===== src/rtl/wimax_pkg.sv =====
// wimax_pkg: shared default interleaver geometry and index width
package wimax_pkg;
   localparam int NCBPS_DEF = 192;
   localparam int NCPC_DEF = 2;
   localparam int D_DEF = 16;
   localparam int KW_DEF = $clog2(NCBPS_DEF);
endpackage


===== src/rtl/interleave_addr.sv =====
// interleave_addr: two-step block interleaver permutation, input index k to buffer index j
module interleave_addr
   import wimax_pkg::*;
#(
   parameter int NCBPS = NCBPS_DEF,
   parameter int NCPC = NCPC_DEF,
   parameter int D = D_DEF,
   localparam int KW = $clog2(NCBPS)
) (
   input  logic [KW-1:0] k,
   output logic [KW-1:0] j
);
   // wide enough that D*m never truncates
   localparam int PW = $clog2(NCBPS * D) + 1;
   localparam int S = (NCPC / 2 < 1) ? 1 : NCPC / 2;
   localparam logic [PW-1:0] N = PW'(NCBPS);
   localparam logic [PW-1:0] DD = PW'(D);
   localparam logic [PW-1:0] R = PW'(NCBPS / D);
   localparam logic [PW-1:0] SS = PW'(S);
   logic [PW-1:0] kk, m;
   assign kk = PW'(k);
   assign m = R * (kk % DD) + kk / DD;
   assign j = KW'(SS * (m / SS) + ((m + N - (DD * m) / N) % SS));
endmodule


===== src/rtl/interleaver_ctrl.sv =====
// interleaver_ctrl: ping-pong bank controller between the FEC stream and the modulator
module interleaver_ctrl
   import wimax_pkg::*;
#(
   parameter int NCBPS = NCBPS_DEF,
   parameter int NCPC = NCPC_DEF,
   parameter int D = D_DEF,
   localparam int KW = $clog2(NCBPS)
) (
   input  logic          clk,
   input  logic          resetN,
   input  logic          valid_fec,
   input  logic          sof_fec,
   output logic          ready_interleaver,
   output logic          wr_en,
   output logic          wr_bank,
   output logic [KW-1:0] wr_addr,
   input  logic          ready_mod,
   output logic          valid_interleaver,
   output logic          rd_bank,
   output logic          sof_err,
   output logic [15:0]   blk_count
);
   localparam logic [KW-1:0] LAST = KW'(NCBPS - 1);
   logic [KW-1:0] k, k_eff;
   logic [1:0] bank_full, bank_full_nxt;
   logic sof, fill, drain;
   assign sof = valid_fec & sof_fec;
   assign k_eff = sof ? '0 : k;
   assign ready_interleaver = !bank_full[wr_bank];
   assign wr_en = valid_fec & ready_interleaver;
   assign valid_interleaver = bank_full[rd_bank];
   assign fill = wr_en && k_eff == LAST;
   assign drain = valid_interleaver & ready_mod;
   // fill and drain never target the same bank, so both updates can land together
   always_comb begin
      bank_full_nxt = bank_full;
      if (drain) bank_full_nxt[rd_bank] = 1'b0;
      if (fill) bank_full_nxt[wr_bank] = 1'b1;
   end
   interleave_addr #(.NCBPS(NCBPS), .NCPC(NCPC), .D(D)) u_addr (.k(k_eff), .j(wr_addr));
   always_ff @(posedge clk)
      if (!resetN) begin
         k <= '0;
         wr_bank <= 1'b0;
         rd_bank <= 1'b0;
         bank_full <= 2'b00;
         sof_err <= 1'b0;
         blk_count <= '0;
      end else begin
         sof_err <= sof && k != '0;
         bank_full <= bank_full_nxt;
         if (wr_en) k <= fill ? '0 : k_eff + 1'b1;
         if (fill) wr_bank <= ~wr_bank;
         if (drain) begin
            rd_bank <= ~rd_bank;
            blk_count <= blk_count + 1'b1;
         end
      end
endmodule


===== config.mk =====
export PLATFORM = sky130hd
export DESIGN_NAME = interleaver_ctrl
export DESIGN_NICKNAME = d
export VERILOG_FILES = /design/src/rtl/wimax_pkg.sv /design/src/rtl/interleave_addr.sv /design/src/rtl/interleaver_ctrl.sv
export SDC_FILE = /design/constraint.sdc
export NUM_CORES = 1
export LEC_CHECK = 0
export BUFFER_PORTS_ARGS = -buffer_cell sky130_fd_sc_hd__buf_2
export CAP_MARGIN = 40
export CELL_PAD_IN_SITES_DETAIL_PLACEMENT = 1
export CELL_PAD_IN_SITES_GLOBAL_PLACEMENT = 1
export CORE_MARGIN = 5
export CORE_UTILIZATION = 35
export DETAILED_ROUTE_END_ITERATION = 16
export PLACE_DENSITY = 0.84
export SLEW_MARGIN = 30
export SYNTH_ARGS = -nofsm -noshare
export SYNTH_HDL_FRONTEND = slang
export SYNTH_SLANG_ARGS = --single-unit

===== constraint.sdc =====
create_clock -name clk -period 1.8 [get_ports clk]
set_input_delay 0.18 -clock clk [delete_from_list [all_inputs] [get_ports clk]]
set_output_delay 0.18 -clock clk [all_outputs]
set_load 0.02 [all_outputs]

==> metrics, run 1 <==
CP Data Arrival Time 1.87 ns; CP startpoint k[3]; Design Power 0.00130 W; initial antenna violation count 0; pwr dens just under 600 mW/mm^2; # rows 24; RSZ-0062 raised after global routing yes; Worst slew margin 0.563; crit share post-route 1.14; Async SR Flop Fraction 0; Routed WL roughly 4200 um; Post-Synth Adder-Cell Area 0.0433; failing checks setup timing; Synth Instances 188; number of synthesized register bits 29; worst reg2reg path startpoint wr_bank; TritonCTS clock tree yes; critical path type flip-flop to output port; cell with the most instances after synthesis dfxtp_1; H-tree Lvls 2; top cells by area, synth dfxtp_1, xor2_1, xnor2_1; Hold Slack 0.211 ns; Post-Synth XOR/XNOR Area 0.125; DRT iter0 DRCs 53; Antenna Cells 0; reg2reg setup slack roughly 0.21 ns; grt ovf 0; sequential area share after synthesis 0.359; Port Buffer Count 34; Starting Density 0.366; multiplexer share of the synthesized area 0.0209; top cell types by occurrence after synthesis dfxtp_1, nor2_1, and2_1; Core Footprint 0.00441 sq mm; Main synth FF type dfxtp_1; fraction of layout cells with a size suffix above 1 0.390; clock transition at the registers of the reported paths 0.06 ns; mean routed wirelength per cell 14.4 um; Mean Syn Cell Area 8.60 sq um; Worst-Margin Slew 0.655 ns; TritonCTS buffer count 5; Inst Count DP 284; die span in y 78.0 um; switching power of the nets approximately 0.00031 W; outcome complete, but fails checks; worst-case clock skew 0.00154 ns; number of synthesized flops with an enable pin 0; final hold vios 0; critical-path maximum fanout 3; CP Capture Point wr_addr[7]; Post-Layout Inst Area between 0.002 and 0.0025 sq mm; Pins Over Slew Limit 0; Setup Viol. Count Final 5; switching share of power 0.235; Vias between 1500 and 2000; vias in the first global route 1633; die width 78.0 um; hpwl dp 3200 um; setup ws final -0.255 ns; Cell Area, Placed 0.00199 sq mm; Worst Path Required 1.62 ns; DRC viols 0; fraction of the mapped netlist area in simple logic gates 0.300; cell count of the worst reg-to-reg path 5; share of the synthesized area in the top cell type 0.359; Synth Cell Area approximately 0.0016 sq mm; Final Util 0.500; Worst Hold Class input port to flip-flop; Final GP Congestion 0.885; min Tclk post-route about 2.1 ns; syn_nets 198; non-filler cells, final 293; largest area contributor in the netlist dfxtp_1; Max Fclk 487 MHz; capturing point of the worst reg2reg path k[5]; full die area 0.00608 sq mm; post-route ant nets 0; largest net degree at the start of global routing 21; Internal 0.000998 W; Comb power frac 0.097; I/O pin count 35; Hold Buf Count CTS 0; clock share of power 0.406; # nets final between 200 and 300; VDD IR-drop max 635 uV; clk root buf clkbuf_8; YS warnings 0; largest family of logic cells by synthesized area simple AND/OR/NAND/NOR gates; sequential share of power 0.497; Netlist cell types 45; P&R area growth vs syn 36.5%; drt pass-1 iters 4; GRT Total Usage 0.149; first-pass GRT wire length 7330 um; clock latency on the worst-skew pair 0.28 ns; maxcap violations 0; Clock Sinks 29; leak pwr 0.964 nW; CP Capture Type output port; Synth Area in Compound Gates 0.114; Critical Path Source Type flip-flop; vias per cell 5.14; Max Root-Sink Buffers 2
cell type report:
type                       count  area (sq um)
fill                         525          2210
multi-input combinational    146          1110
sequential                    29           591
timing repair buffer          54           340
clock buffer                   7          86.3
tap                           52          65.1
inverter                       5          18.8
worst max-delay path, cell delays in order (launching register included):
cell and delay, ns:
dfxtp_2 0.32, and2_4 0.14, ha_4 0.25, nor4b_4 0.30
o21ai_2 0.12, nor3_4 0.20, xnor2_2 0.12, buf_4 0.15
stage by stage:
| step | setup TNS (ns) | worst slack [ns] |
|---|---|---|
| after floorplan | -0.0748 | -0.0425 |
| after global placement | -0.138 | -0.0826 |
| after detailed placement | -0.366 | -0.168 |
| after CTS | -0.897 | -0.291 |
| after global routing | -1.22 | -0.349 |
| final | -0.747 | -0.255 |
logic make-up (layout without fill, tap and decap cells):
group	after synthesis	after routing
buffers and inverters	13	66
adder cells (fa/ha/maj)	5	5
AO/OA/AOI/OAI	29	29
flip-flops	29	29
XOR/XNOR	23	23
AND/OR/NAND/NOR	86	86
multiplexers	3	3
cells in the final DEF, fill, tap and decap left out, types with 3 or more instances in the layout:
cell	Yosys	layout
nand2_1	13	11
and3_1	4	4
buf_4	3	23
clkbuf_8	0	6
a21oi_1	9	9
dfxtp_1	29	25
nand2_2	1	3
nand3_1	7	7
inv_1	4	4
xnor2_2	0	3
nand4_1	7	7
xor2_1	12	11
nor2_1	25	23
and2_1	14	12
xnor2_1	11	8
buf_2	1	29
o21ai_0	6	6
what timing repair did:
| item | CTS | global route |
|---|---|---|
| pin swaps | 4 | 1 |
| setup buffers | 0 | 2 |
| gates resized for setup | 16 | 12 |
| endpoints found under the setup margin | 5 | 7 |
registers in the layout (all words and copies together) (netlist names):
register / flops
k: 8
wr_bank: 1
rd_bank: 1
sof_err: 1
blk_count: 16
bank_full: 2
per-layer routing:
| layer | routed length, um | track usage |
|---|---|---|
| met4 | 53 | 0.0405 |
| met3 | 193 | 0.0486 |
| met5 | 0 | 0 |
| met1 | 1830 | 0.169 |
| met2 | 2130 | 0.265 |
power by group through the flow:
stage / clock network, W / logic [W] / registers, W
after floorplan: 0 / 0.0000748 / 0.000662
after global placement: 0 / 0.000113 / 0.000663
after detailed placement: 0 / 0.000116 / 0.000663
after CTS: 0.000549 / 0.000124 / 0.000649
after global routing: 0.000587 / 0.000139 / 0.000648
final: 0.000530 / 0.000127 / 0.000648
worst min path at each step:
stage | start | cells after the start | to | slack, ns
final | ready_mod | 2 | rd_bank | 0.21
after global routing | resetN | 2 | k[6] | 0.23
after CTS | ready_mod | 2 | rd_bank | 0.20
after detailed placement | blk_count[1] | 2 | blk_count[1] | 0.49
after global placement | blk_count[1] | 2 | blk_count[1] | 0.48
after floorplan | valid_fec | 2 | k[7] | 0.42
Note: power is estimated with default switching activity, not from simulation.
==> inputs of run 2 (changes only) <==
--- a/config.mk
+++ b/config.mk
@@ -11,8 +11,10 @@
 export CELL_PAD_IN_SITES_GLOBAL_PLACEMENT = 1
 export CORE_MARGIN = 5
 export CORE_UTILIZATION = 35
+export CTS_CLUSTER_DIAMETER = 30
 export DETAILED_ROUTE_END_ITERATION = 16
 export PLACE_DENSITY = 0.84
+export SKIP_CTS_REPAIR_TIMING = 1
 export SLEW_MARGIN = 30
 export SYNTH_ARGS = -nofsm -noshare
 export SYNTH_HDL_FRONTEND = slang
==> run 2 against run 1 <==
Against the previous run: the run still ends with setup timing left; first-iteration DRC count shrank 53%; count of clock-buffer cells in the layout is the same; sequential power is essentially flat; critical path depth grew 1; flip-flop and latch count is the same; critical endpoint unchanged; setup slack lost 0.040 ns; sequential share of layout area grew 0.39 points; core utilization shrank 0.82 points; via count shrank 0.93%; register-to-register slack is essentially flat.
==> metrics, run 2 (same netlist as run 1, synthesis figures left out) <==
critical path type flip-flop to output port (unchanged); Max Root-Sink Buffers 2 (unchanged); CP Capture Point wr_addr[7] (unchanged); largest net degree at the start of global routing 21 (unchanged); TritonCTS clock tree yes (unchanged); Top reg by flops blk_count (unchanged); drt pass-1 iters 4 (unchanged); Inst Count DP 284 (unchanged); Port Buffer Count 34 (unchanged); reg2reg setup slack 0.21 ns (about the same); Clock Sinks 29 (unchanged); DRC viols 0 (unchanged); CP Capture Type output port (unchanged); Final GP Congestion 0.885 (unchanged); most frequent cells in the layout buf_2, dfxtp_1, nor2_1 (was buf_2, dfxtp_1, nor2_1, buf_4, and2_1); setup ws final -0.295 ns (was -0.255 ns); failing checks setup timing (unchanged); die span in y 78.0 um (unchanged); Max Fclk 477 MHz (was 487 MHz); GRT Total Usage 0.149 (about the same); # nets final 249 (was 251); Antenna Cells 0 (unchanged); hpwl dp 3200 um (unchanged); vias in the first global route 1657 (was 1633); capturing point of the worst reg2reg path k[5] (unchanged); H-tree Lvls 2 (unchanged); Critical Path Source Type flip-flop (unchanged); die width 78.0 um (unchanged); min Tclk post-route 2.10 ns (was 2.05 ns); Worst Path Required 1.62 ns (about the same); vias per cell 5.13 (was 5.14); largest registers blk_count: 16 flops, k: 8 flops, bank_full: 2 flops (unchanged); Core Footprint 0.00441 sq mm (unchanged); worst reg2reg path startpoint wr_bank (unchanged); # rows 24 (unchanged); Worst-Margin Slew 0.652 ns (was 0.655 ns); TritonCTS buffer count 5 (unchanged); outcome complete, but fails checks (unchanged); clock latency on the worst-skew pair 0.28 ns (about the same); non-filler cells, final 291 (was 293); pwr dens 600 mW/mm^2 (was 591 mW/mm^2); I/O pin count 35 (unchanged); DRT iter0 DRCs 25 (was 53); CP Data Arrival Time 1.92 ns (was 1.87 ns); Vias 1493 (was 1507); crit share post-route 1.16 (was 1.14); cell count of the worst reg-to-reg path 5 (unchanged); most common cell after layout, fill and taps aside buf_2 (unchanged); grt ovf 0 (unchanged); VDD IR-drop max 635 uV (about the same); Reg area 589 sq um (was 591 sq um); Hold Slack 0.210 ns (was 0.211 ns); clk root buf clkbuf_8 (unchanged); clock transition at the registers of the reported paths 0.06 ns (about the same); Worst Hold Class input port to flip-flop (unchanged); post-route ant nets 0 (unchanged); Setup Viol. Count Final 5 (unchanged); fraction of layout cells with a size suffix above 1 0.381 (was 0.390); mean routed wirelength per cell 14.2 um (was 14.4 um); final hold vios 0 (unchanged); initial antenna violation count 0 (unchanged); Starting Density 0.366 (unchanged); fill count 531 (was 525); worst-case clock skew 0.00144 ns (was 0.00154 ns); first-pass GRT wire length 7330 um (unchanged); maxcap violations 0 (unchanged); RSZ-0062 raised after global routing yes (unchanged); area of the multi-input gates 0.00109 sq mm (was 0.00111 sq mm); leak pwr 0.937 nW (was 0.964 nW); full die area 0.00608 sq mm (unchanged); CP startpoint k[2] (was k[3]); critical-path maximum fanout 4 (was 3); P&R area growth vs syn 34.3% (was 36.5%); Pins Over Slew Limit 0 (unchanged); Routed WL 4140 um (was 4210 um); Worst slew margin 0.565 (was 0.563); max reg flops 16 (unchanged)
==> run 2: cell count changes in the layout (fill, tap and decap cells not counted), sizes merged <==
cell | previous run | this run
buf | 54 | 52
==> run 2: worst max-delay path, cell delays in order, from the launching register on <==
cell and delay, ns:
dfxtp_4 0.37, xnor2_2 0.13, nor2_1 0.10, ha_2 0.31
and2_4 0.17, a31oi_4 0.19, nor3_2 0.09, xnor2_2 0.13
buf_4 0.16
==> run 2: worst min path at each step <==
stage / startpoint / to / slack, ns / cells after the start
finish: ready_mod / rd_bank / 0.21 / 2
detailed placement: blk_count[1] / blk_count[1] / 0.49 / 2
floorplan: valid_fec / k[7] / 0.42 / 2
global route: resetN / k[6] / 0.23 / 2
CTS: ready_mod / rd_bank / 0.20 / 2
global placement: blk_count[1] / blk_count[1] / 0.48 / 2
==> run 2: final cells by class <==
cell class                      instances  area share
Clock buffer                            7      0.0398
Inverter                                5     0.00865
Multi-Input combinational cell        146       0.500
Sequential cell                        29       0.271
Tap cell                               52      0.0300
Timing Repair Buffer                   52       0.150
==> run 2: layer usage <==
layer	share of wire	up-vias	wire length, um	global-route usage
li1	-	749	-	-
met1	0.44	705	1810	0.166
met2	0.50	34	2060	0.267
met3	0.052	5	214	0.0498
met4	0.013	0	53	0.0439
met5	0	-	0	0
==> run 2: power by group <==
| group | internal (W) | leakage (nW) | switching (W) |
|---|---|---|---|
| sequential | 0.000644 | 0.236 | 0.00000412 |
| clock | 0.000302 | 0.0443 | 0.000227 |
| combinational | 0.0000503 | 0.657 | 0.0000738 |
==> run 2: stage by stage <==
stage | setup TNS (ns) | power [W] | area, sq um | utilization | setup slack, ns
2_1_floorplan | -0.0748 | 0.000736 | 1670 | - | -0.0425
3_3_place_gp | -0.138 | 0.000776 | 1990 | 0.452 | -0.0826
3_5_place_dp | -0.366 | 0.000779 | 1990 | 0.452 | -0.168
4_1_cts | -1.53 | 0.00132 | 2080 | 0.471 | -0.466
5_1_grt | -1.26 | 0.00137 | 2170 | 0.492 | -0.386
6_report | -0.800 | 0.00130 | 2170 | 0.492 | -0.295
